$ cat config.mk
export PLATFORM = sky130hd
export DESIGN_NAME = cpu_ctrl_fsm
export DESIGN_NICKNAME = d
export VERILOG_FILES = /design/src/rtl/cpu_pkg.sv /design/src/rtl/cpu_decode.sv /design/src/rtl/cpu_ctrl_fsm.sv
export SDC_FILE = /design/constraint.sdc
export NUM_CORES = 1
export LEC_CHECK = 0
export ABC_AREA = 1
export BUFFER_PORTS_ARGS = -buffer_cell sky130_fd_sc_hd__clkbuf_2
export CAP_MARGIN = 20
export CORE_MARGIN = 2
export CORE_UTILIZATION = 53
export DETAILED_ROUTE_END_ITERATION = 10
export GPL_ROUTABILITY_DRIVEN = 0
export PLACE_DENSITY = 0.9
export SETUP_SLACK_MARGIN = 0.4
export SYNTH_ARGS = -nofsm -noshare
export SYNTH_HDL_FRONTEND = slang
export SYNTH_HIERARCHICAL = 1
export SYNTH_SLANG_ARGS = --single-unit
$ cat constraint.sdc
create_clock -name clk -period 6.86 [get_ports clk]
set_input_delay 0.343 -clock clk [delete_from_list [all_inputs] [get_ports clk]]
set_output_delay 0.343 -clock clk [all_outputs]
set_load 0.03 [all_outputs]
$ cat src/rtl/cpu_pkg.sv
// Shared types and constants for the 10-bit CPU control unit.
package cpu_pkg;

  typedef enum logic [2:0] {
    FETCH  = 3'd0,
    DECODE = 3'd1,
    EXEC   = 3'd2,
    WB     = 3'd3,
    HALTED = 3'd4
  } state_t;

  localparam logic [2:0] ALU_ADD  = 3'b000;
  localparam logic [2:0] ALU_SUB  = 3'b001;
  localparam logic [2:0] ALU_SLT  = 3'b010;
  localparam logic [2:0] ALU_NAND = 3'b011;
  localparam logic [2:0] ALU_SRL  = 3'b100;
  localparam logic [2:0] ALU_SLL  = 3'b101;
  localparam logic [2:0] ALU_HALT = 3'b110;
  localparam logic [2:0] ALU_CMP  = 3'b111;

  localparam logic [2:0] CLS_RA  = 3'b000;
  localparam logic [2:0] CLS_RB  = 3'b001;
  localparam logic [2:0] CLS_BNE = 3'b010;
  localparam logic [2:0] CLS_CMP = 3'b011;

endpackage

$ cat src/rtl/cpu_decode.sv
// Combinational opcode decoder: {class, func} to ALU op and control flags.
module cpu_decode
  import cpu_pkg::*;
(
  input  logic [4:0] opcode,
  output logic [2:0] alu_ctrl,
  output logic       write_flag,
  output logic       branch_flag,
  output logic       halt_flag,
  output logic       illegal_flag
);

  // Map opcode to ALU op and instruction class flags
  always_comb begin
    alu_ctrl     = ALU_ADD;
    write_flag   = 1'b0;
    branch_flag  = 1'b0;
    halt_flag    = 1'b0;
    illegal_flag = 1'b0;
    case (opcode[4:2])
      CLS_RA: begin
        alu_ctrl   = {1'b0, opcode[1:0]};
        write_flag = 1'b1;
      end
      CLS_RB: begin
        case (opcode[1:0])
          2'b00: begin
            alu_ctrl   = ALU_SRL;
            write_flag = 1'b1;
          end
          2'b01: begin
            alu_ctrl   = ALU_SLL;
            write_flag = 1'b1;
          end
          2'b10: begin
            alu_ctrl  = ALU_HALT;
            halt_flag = 1'b1;
          end
          default: alu_ctrl = ALU_CMP;
        endcase
      end
      CLS_BNE: begin
        alu_ctrl    = ALU_CMP;
        branch_flag = 1'b1;
      end
      CLS_CMP: alu_ctrl = ALU_SUB;
      default: illegal_flag = 1'b1;
    endcase
  end

endmodule

$ cat src/rtl/cpu_ctrl_fsm.sv
// Multi-cycle FETCH/DECODE/EXEC/WB control unit owning the PC.
// Optional CPU_CTRL_PERF_EN adds saturating cycle/instruction counters.
module cpu_ctrl_fsm
  import cpu_pkg::*;
#(
  parameter int DATA_W  = 10,
  parameter int PC_W    = 10,
  parameter int RADDR_W = 3,
  parameter logic [PC_W-1:0] RESET_PC = {PC_W{1'b0}}
) (
  input  logic               clk,
  input  logic               reset,
  input  logic               run,
  input  logic [DATA_W-1:0]  rom_data,
  input  logic [DATA_W-1:0]  alu_result,
  output logic [PC_W-1:0]    pc,
  output logic [RADDR_W-1:0] raddr1,
  output logic [RADDR_W-1:0] raddr2,
  output logic [RADDR_W-1:0] waddr,
  output logic [DATA_W-1:0]  wdata,
  output logic               we,
  output logic [2:0]         alu_ctrl,
  output logic               halted,
`ifdef CPU_CTRL_PERF_EN
  output logic [15:0]        cycle_cnt,
  output logic [15:0]        instr_cnt,
`endif
  output logic               illegal
);

  state_t              state_r;
  logic [DATA_W-1:0]   ir_r;
  logic [PC_W-1:0]     pc_r;
  logic [RADDR_W-1:0]  raddr1_r, raddr2_r, waddr_r;
  logic [DATA_W-1:0]   wdata_r;
  logic                we_r, halted_r, illegal_r;
  logic [2:0]          alu_ctrl_r;

  logic [4:0]          dec_opcode_s;
  logic [2:0]          dec_alu_s;
  logic                dec_write_s, dec_branch_s, dec_halt_s, dec_illegal_s;
  logic [PC_W-1:0]     pc_inc_s, br_tgt_s;

  // In DECODE the decoder looks at the fresh ROM word so alu_ctrl is ready at EXEC
  assign dec_opcode_s = (state_r == DECODE) ? {rom_data[9:7], rom_data[1:0]}
                                            : {ir_r[9:7], ir_r[1:0]};
  assign pc_inc_s = pc_r + {{(PC_W-1){1'b0}}, 1'b1};
  assign br_tgt_s = pc_inc_s + {{(PC_W-3){ir_r[2]}}, ir_r[2:0]};

  cpu_decode u_decode (
    .opcode       (dec_opcode_s),
    .alu_ctrl     (dec_alu_s),
    .write_flag   (dec_write_s),
    .branch_flag  (dec_branch_s),
    .halt_flag    (dec_halt_s),
    .illegal_flag (dec_illegal_s)
  );

  // Main sequencer with all outputs registered
  always_ff @(posedge clk or negedge reset) begin
    if (!reset) begin
      state_r    <= FETCH;
      pc_r       <= RESET_PC;
      ir_r       <= {DATA_W{1'b0}};
      raddr1_r   <= {RADDR_W{1'b0}};
      raddr2_r   <= {RADDR_W{1'b0}};
      waddr_r    <= {RADDR_W{1'b0}};
      wdata_r    <= {DATA_W{1'b0}};
      alu_ctrl_r <= 3'b000;
      we_r       <= 1'b0;
      halted_r   <= 1'b0;
      illegal_r  <= 1'b0;
    end else begin
      case (state_r)
        FETCH: begin
          we_r    <= 1'b0;
          state_r <= run ? DECODE : FETCH;
        end
        DECODE: begin
          ir_r       <= rom_data;
          raddr1_r   <= {{(RADDR_W-2){1'b0}}, rom_data[6:5]};
          raddr2_r   <= {{(RADDR_W-2){1'b0}}, rom_data[4:3]};
          alu_ctrl_r <= dec_alu_s;
          state_r    <= EXEC;
        end
        EXEC: begin
          wdata_r <= alu_result;
          if (dec_halt_s) begin
            halted_r <= 1'b1;
            state_r  <= HALTED;
          end else begin
            we_r    <= dec_write_s;
            waddr_r <= {{(RADDR_W-2){1'b0}}, ir_r[4:3]};
            state_r <= WB;
          end
        end
        WB: begin
          we_r <= 1'b0;
          if (dec_illegal_s) illegal_r <= 1'b1;
          pc_r    <= (dec_branch_s && (wdata_r != {DATA_W{1'b0}})) ? br_tgt_s : pc_inc_s;
          state_r <= FETCH;
        end
        HALTED: begin
          we_r     <= 1'b0;
          halted_r <= 1'b1;
          state_r  <= HALTED;
        end
        default: begin
          we_r    <= 1'b0;
          state_r <= FETCH;
        end
      endcase
    end
  end

  assign pc       = pc_r;
  assign raddr1   = raddr1_r;
  assign raddr2   = raddr2_r;
  assign waddr    = waddr_r;
  assign wdata    = wdata_r;
  assign we       = we_r;
  assign alu_ctrl = alu_ctrl_r;
  assign halted   = halted_r;
  assign illegal  = illegal_r;

`ifdef CPU_CTRL_PERF_EN
  logic [15:0] cycle_cnt_r, instr_cnt_r;

  // Saturating performance counters
  always_ff @(posedge clk or negedge reset) begin
    if (!reset) begin
      cycle_cnt_r <= 16'h0000;
      instr_cnt_r <= 16'h0000;
    end else begin
      if (state_r != HALTED && cycle_cnt_r != 16'hFFFF) cycle_cnt_r <= cycle_cnt_r + 16'h0001;
      if (state_r == WB && instr_cnt_r != 16'hFFFF) instr_cnt_r <= instr_cnt_r + 16'h0001;
    end
  end

  assign cycle_cnt = cycle_cnt_r;
  assign instr_cnt = instr_cnt_r;
`endif

endmodule

Word level (Yosys, flattened, before mapping):

Cells that the tools add are included.
Widths: inputs -> output; s select.

* register bits: 45
* input port bits: 23
* output and inout port bits: 35

* add/subtract/negate cells: 2
* equal/unequal tests: 11
* multiplexer cells: 16
* bitwise logic cells: 3
* reduce and logical (&&, ||, !) cells: 12

Operators with widths (number)
* $pmux 3 s4: 2
* $eq 3x2->1 const B: 4
* $add 10x1->10 const B: 1
* $add 10x10->10: 1
* $mux 10: 1
* $reduce_bool 10->1: 1
* $reduce_and 2->1: 4
* $mux 1: 7
* $eq 3x1->1 const B: 2
* $logic_not 3->1: 2
* $pmux 1 s2: 3
* $pmux 2 s3: 1
* $mux 5: 1
* $ne 2x2->1 const B: 2
* $reduce_or 4->1: 1
* $eq 3x3->1 const B: 1
* $mux 3: 1
* $not 1->1: 3
* $eq 2x1->1 const B: 1
* $eq 2x2->1 const B: 1
* $logic_not 2->1: 1
* $reduce_bool 2->1: 1
* $reduce_or 2->1: 1
* $logic_and 1x1->1: 1

Logic depth before layout (Yosys ltp):

* word-level depth: 8
* mapped depth: 17
* mapped depth without buffers: 17

Modules after synthesis:

Netlist, hierarchy kept.

By module, submodules not included
* cpu_ctrl_fsm: times used 1, cells each 308, area an instance 2337.2 sq um, seq. area each 1026.0 sq um
* cpu_decode: times used 1, cells each 17, area an instance 75.1 sq um, seq. area each 0.0 sq um

Worst setup path before layout:

No wires, ideal clock.

* path kind: flip-flop to flip-flop
* start point: register pc_r[0] (netlist: pc[0])
* end point: register pc_r[9] (netlist: pc[9])
* data arrival time: 2.391 ns
* slack: 4.352 ns
* cell stages (with the launch flop): 17
* period minus slack after synthesis: 2.508 ns
* cell sequence: dfrtp_1 -> ha_1 -> nand3_1 -> nor2_1 -> nand2_1 -> nor2_1 -> xor2_1 -> inv_1 -> ha_1 -> nand2_1 -> inv_1 -> a21oi_1 -> nand4_1 -> nand3_1 -> nand2_1 -> nand3_1 -> nand2_1

* word-level cells in the longest chain between the ends: 3

Ends and longest elaborated chain
* start, declared: RTL line cpu_ctrl_fsm.sv:33 `logic [PC_W-1:0] pc_r;`
* start signal, assigned: RTL line cpu_ctrl_fsm.sv:100 `pc_r <= (dec_branch_s && (wdata_r != {DATA_W{1'b0}})) ? br_tgt_s : pc_inc_s;`
* $add 10x1->10 *: RTL line cpu_ctrl_fsm.sv:47 `assign pc_inc_s = pc_r + {{(PC_W-1){1'b0}}, 1'b1};`
* $add 10x10->10: RTL line cpu_ctrl_fsm.sv:48 `assign br_tgt_s = pc_inc_s + {{(PC_W-3){ir_r[2]}}, ir_r[2:0]};`
* $mux 10 *: RTL line cpu_ctrl_fsm.sv:100

Every way passes the cells marked *; elsewhere a longest branch is shown, timed or not.
A chain may end at the register's enable or synchronous reset.

Worst setup path in the final report:

* start point: register state_r[2]
* end point: register pc_r[3] (netlist: pc[3])

* word-level cells in the longest chain between the ends: 6
* elaborated cells between the ends (all ways): 7
* those cells by class: eq/ne: 3; mux: 3; reduce/logical: 1

Ends and longest elaborated chain
* start, declared: RTL line cpu_ctrl_fsm.sv:31 `state_t state_r;`
* start signal, assigned: RTL line cpu_ctrl_fsm.sv:77 `state_r <= run ? DECODE : FETCH;`
* $eq 3x1->1: RTL line cpu_ctrl_fsm.sv:45 `assign dec_opcode_s = (state_r == DECODE) ? {rom_data[9:7], rom_data[1:0]}`
* $mux 5: RTL line cpu_ctrl_fsm.sv:45
* net dec_opcode_s[3]: RTL line cpu_ctrl_fsm.sv:39 `logic [4:0] dec_opcode_s;`
* $eq 3x2->1: RTL line cpu_decode.sv:20 `case (opcode[4:2])`
* $mux 1: RTL line cpu_decode.sv:20
* net dec_branch_s: RTL line cpu_ctrl_fsm.sv:41 `logic dec_write_s, dec_branch_s, dec_halt_s, dec_illegal_s;`
* $logic_and 1x1->1: RTL line cpu_ctrl_fsm.sv:100
* $mux 10: RTL line cpu_ctrl_fsm.sv:100

The timed path passes the listed nets, and every way through them passes these cells.

==> run_results.csv <==
group,metric,value,unit
logic_synthesis,syn-instance-count,325,
logic_synthesis,synth.area.top_cells,"dfrtp_1 43%, nand2_1 19%, inv_1 5.8%, ha_1 5.2%, nand3_1 3.9%",
timing,relSlewSlack,42.7,%
logic_synthesis,netlist.area_leader.share,42.5,%
cts,cts_setup_buffers,0,
run_status,violations,"negative hold slack",
timing,fin_crit,3370,ps
cts,cts.sinks,41,
setup_path,critPathBufInv,3,
grt,grt_pass1_vias,2089,
run,max-cap-violations,0,
drt,drc,0,
layout,syn_to_final_growth,17.0,%
layout,final_common_cell,"nand2_1",
die,initial_core_util,55.0,%
setup_path,path_cells,"nor3_2 > inv_1 > nand2_1 > nand2_1 > nand3b_1 > inv_1 > o21ai_1 > inv_1 > a21oi_1 > o21ai_0 > o21ai_0",
cts,cts_resized,0,
place,port_buffers,54,
place,dp_hpwl,4.17,mm
timing,max_slew.worst_pin.slew,854,ps
timing,rsz0062_at_grt,"no",
drt,drtAntennaViolNets,0,
cts,root_buffer,"clkbuf_8",
grt,grt_pass1_wl,9.12,mm
drt,first_iter_violations,127,
logic_synthesis,async_flop_share,100,%
setup_path,critPathRequiredTime,7070,ps
logic_synthesis,yosys.area.top_type,"dfrtp_1",
logic_synthesis,synth_flop_cell,"dfrtp_1",
logic_synthesis,synth_cell_type_count,29,
cts,insertion_delay,300,ps
drt,wl_per_cell,12.6,µm
setup_path,start_kind,"flip-flop",
setup_path,worstPathMaxFanout,15,
die,rows,24,
grt,grt_usage,22.8,%
drt,totalWireLength,5.41,mm
timing,drv_slew,0,
drt,vias,2185,
setup_path,path_delay_family,"simple AND/OR/NAND/NOR gates",
layout,final_cell_mix,"123 x nand2_1, 54 x clkbuf_2, 41 x dfrtp_1, 37 x inv_1, 19 x nand3_1",
cts,cts_max_level,2,
cts,tritoncts,"done",
timing,finClkSkew,4.86,ps
die,dieHeight,71.5,µm
logic_synthesis,ys_warn_count,6,
layout,multiInputGateArea,0.00117,mm²
timing,hold_viol_final,11,
timing,max_freq,0.297,GHz
grt,grt_max_degree,42,
setup_path,arrival,3580,ps
setup_path,slowest_delay,660,ps
layout,fillers,380,
hold_path,hold_class,"in -> async",
die,dieArea,0.00511,mm²
layout,nNetsFinal,409,
logic_synthesis,netlist_area,0.00241,mm²
timing,setup_viol,0,
setup_path,criticalPathCategory,"reg -> reg",
cts,clkTransAtPathRegs,80,ps
grt,antenna_found_initial,0,
setup_path,cp_common_cell,"inv_1",
layout,drive_gt1_share,19.9,%
logic_synthesis,ys_seq_area_share,42.5,%
logic_synthesis,synth_edf_count,0,
die,pin_count,58,
setup_path,cp_slowest_cell,"nor3_2",
layout,register_area,0.00103,mm²
timing,whs,-5.85,ps
die,die-width,71.5,µm
cts,ctsHoldBuffers,0,
logic_synthesis,syn_area_per_cell,7.42,µm²
logic_synthesis,synth_seq_cells,41,
setup_path,endpoint_kind,"flip-flop",
layout,insertedDiodeCount,0,
drt,dr.pass1.iters,5,
timing,fin_setup_tns,0,ps
run_status,status,"complete, but fails checks",
cts,clockBufferDepth,2,
drt,routed_via_density,5.11,
grt,overflow,0,
die,coreArea,0.00438,mm²
cts,cts_buffers,5,
timing,fin_crit_sh,49.1,%
[synth_stat cells (all sizes together) (2+ instances only)]
library cell / number
a21o: 2
a21oi: 17
buf: 9
clkbuf: 5
dfrtp: 41
ha: 10
inv: 39
mux2: 2
nand2: 124
nand3: 19
nand3b: 2
nand4: 3
nor2: 20
nor3: 3
o21ai: 14
or2: 2
xnor2: 2
xor2: 6
[metal layers]
| metal | share of wire (%) | global-route usage (%) | wire (µm) |
|---|---|---|---|
| met3 | 4.8 | 5.34 | 261 |
| met1 | 43 | 28.3 | 2310 |
| met4 | 2.6 | 8.60 | 143 |
| met5 | 0 | 0 | 0 |
| met2 | 50 | 38.9 | 2690 |
[per-stage QoR]
stage                     instances  utilization [%]  cell area, µm²  hold WS, ps  worst slack [ps]
final                           428             64.4            2820        -5.85              3490
after global routing            428             64.4            2820         16.8              3160
after CTS                       427             63.7            2790          233              3540
after detailed placement        419             61.0            2670          460              3580
after global placement          419             61.0            2670          455              3890
after floorplan                 327                -            2420         47.4              4350
[worst paths after layout]
kind / start / endpoint / slack, ps / cells after the start
hold reg to reg: illegal$_DFFE_PN0P_ / illegal$_DFFE_PN0P_ / 470 / 1
min in group clk: rom_data[6] / ir_r[6]$_DFFE_PN0P_ / 240 / 3
setup / recovery: state_r[2]$_DFF_PN0_ / pc[3]$_DFFE_PN0N_ / 3490 / 11
max in group asynchronous: reset / pc[5]$_DFFE_PN0N_ / 6380 / 2
hold / removal: reset / wdata[7]$_DFFE_PN0N_ / -6 / 1
setup reg to reg: state_r[2]$_DFF_PN0_ / pc[3]$_DFFE_PN0N_ / 3490 / 11
[final cells by class]
type / instances / share of cell area, %
flip-flops and latches: 41 / 36.4
repair buffers: 55 / 10.6
clock buffers: 6 / 2.93
multi-input cells: 233 / 41.3
inverters: 39 / 5.19
clock inverters: 2 / 1.33
well taps: 52 / 2.31
[logic make-up after synthesis]
group / Yosys count / share of synthesized area (%)
flip-flops: 41 / 42.5
XOR/XNOR: 8 / 2.90
adder cells (fa/ha/maj): 11 / 6.02
multiplexers: 2 / 0.934
other: 1 / 0.155
buffers and inverters: 53 / 9.44
AO/OA/AOI/OAI: 36 / 7.94
AND/OR/NAND/NOR: 173 / 30.1
[state kept, by name, summed over array words and instances (netlist names)]
signal / count
alu_ctrl: 3
halted: 1
illegal: 1
ir_r: 10
pc: 10
state_r: 3
waddr: 2
wdata: 10
we: 1
Power is not shown: default switching activity piles up to over one toggle a cycle in this logic, so the estimate is an artifact.
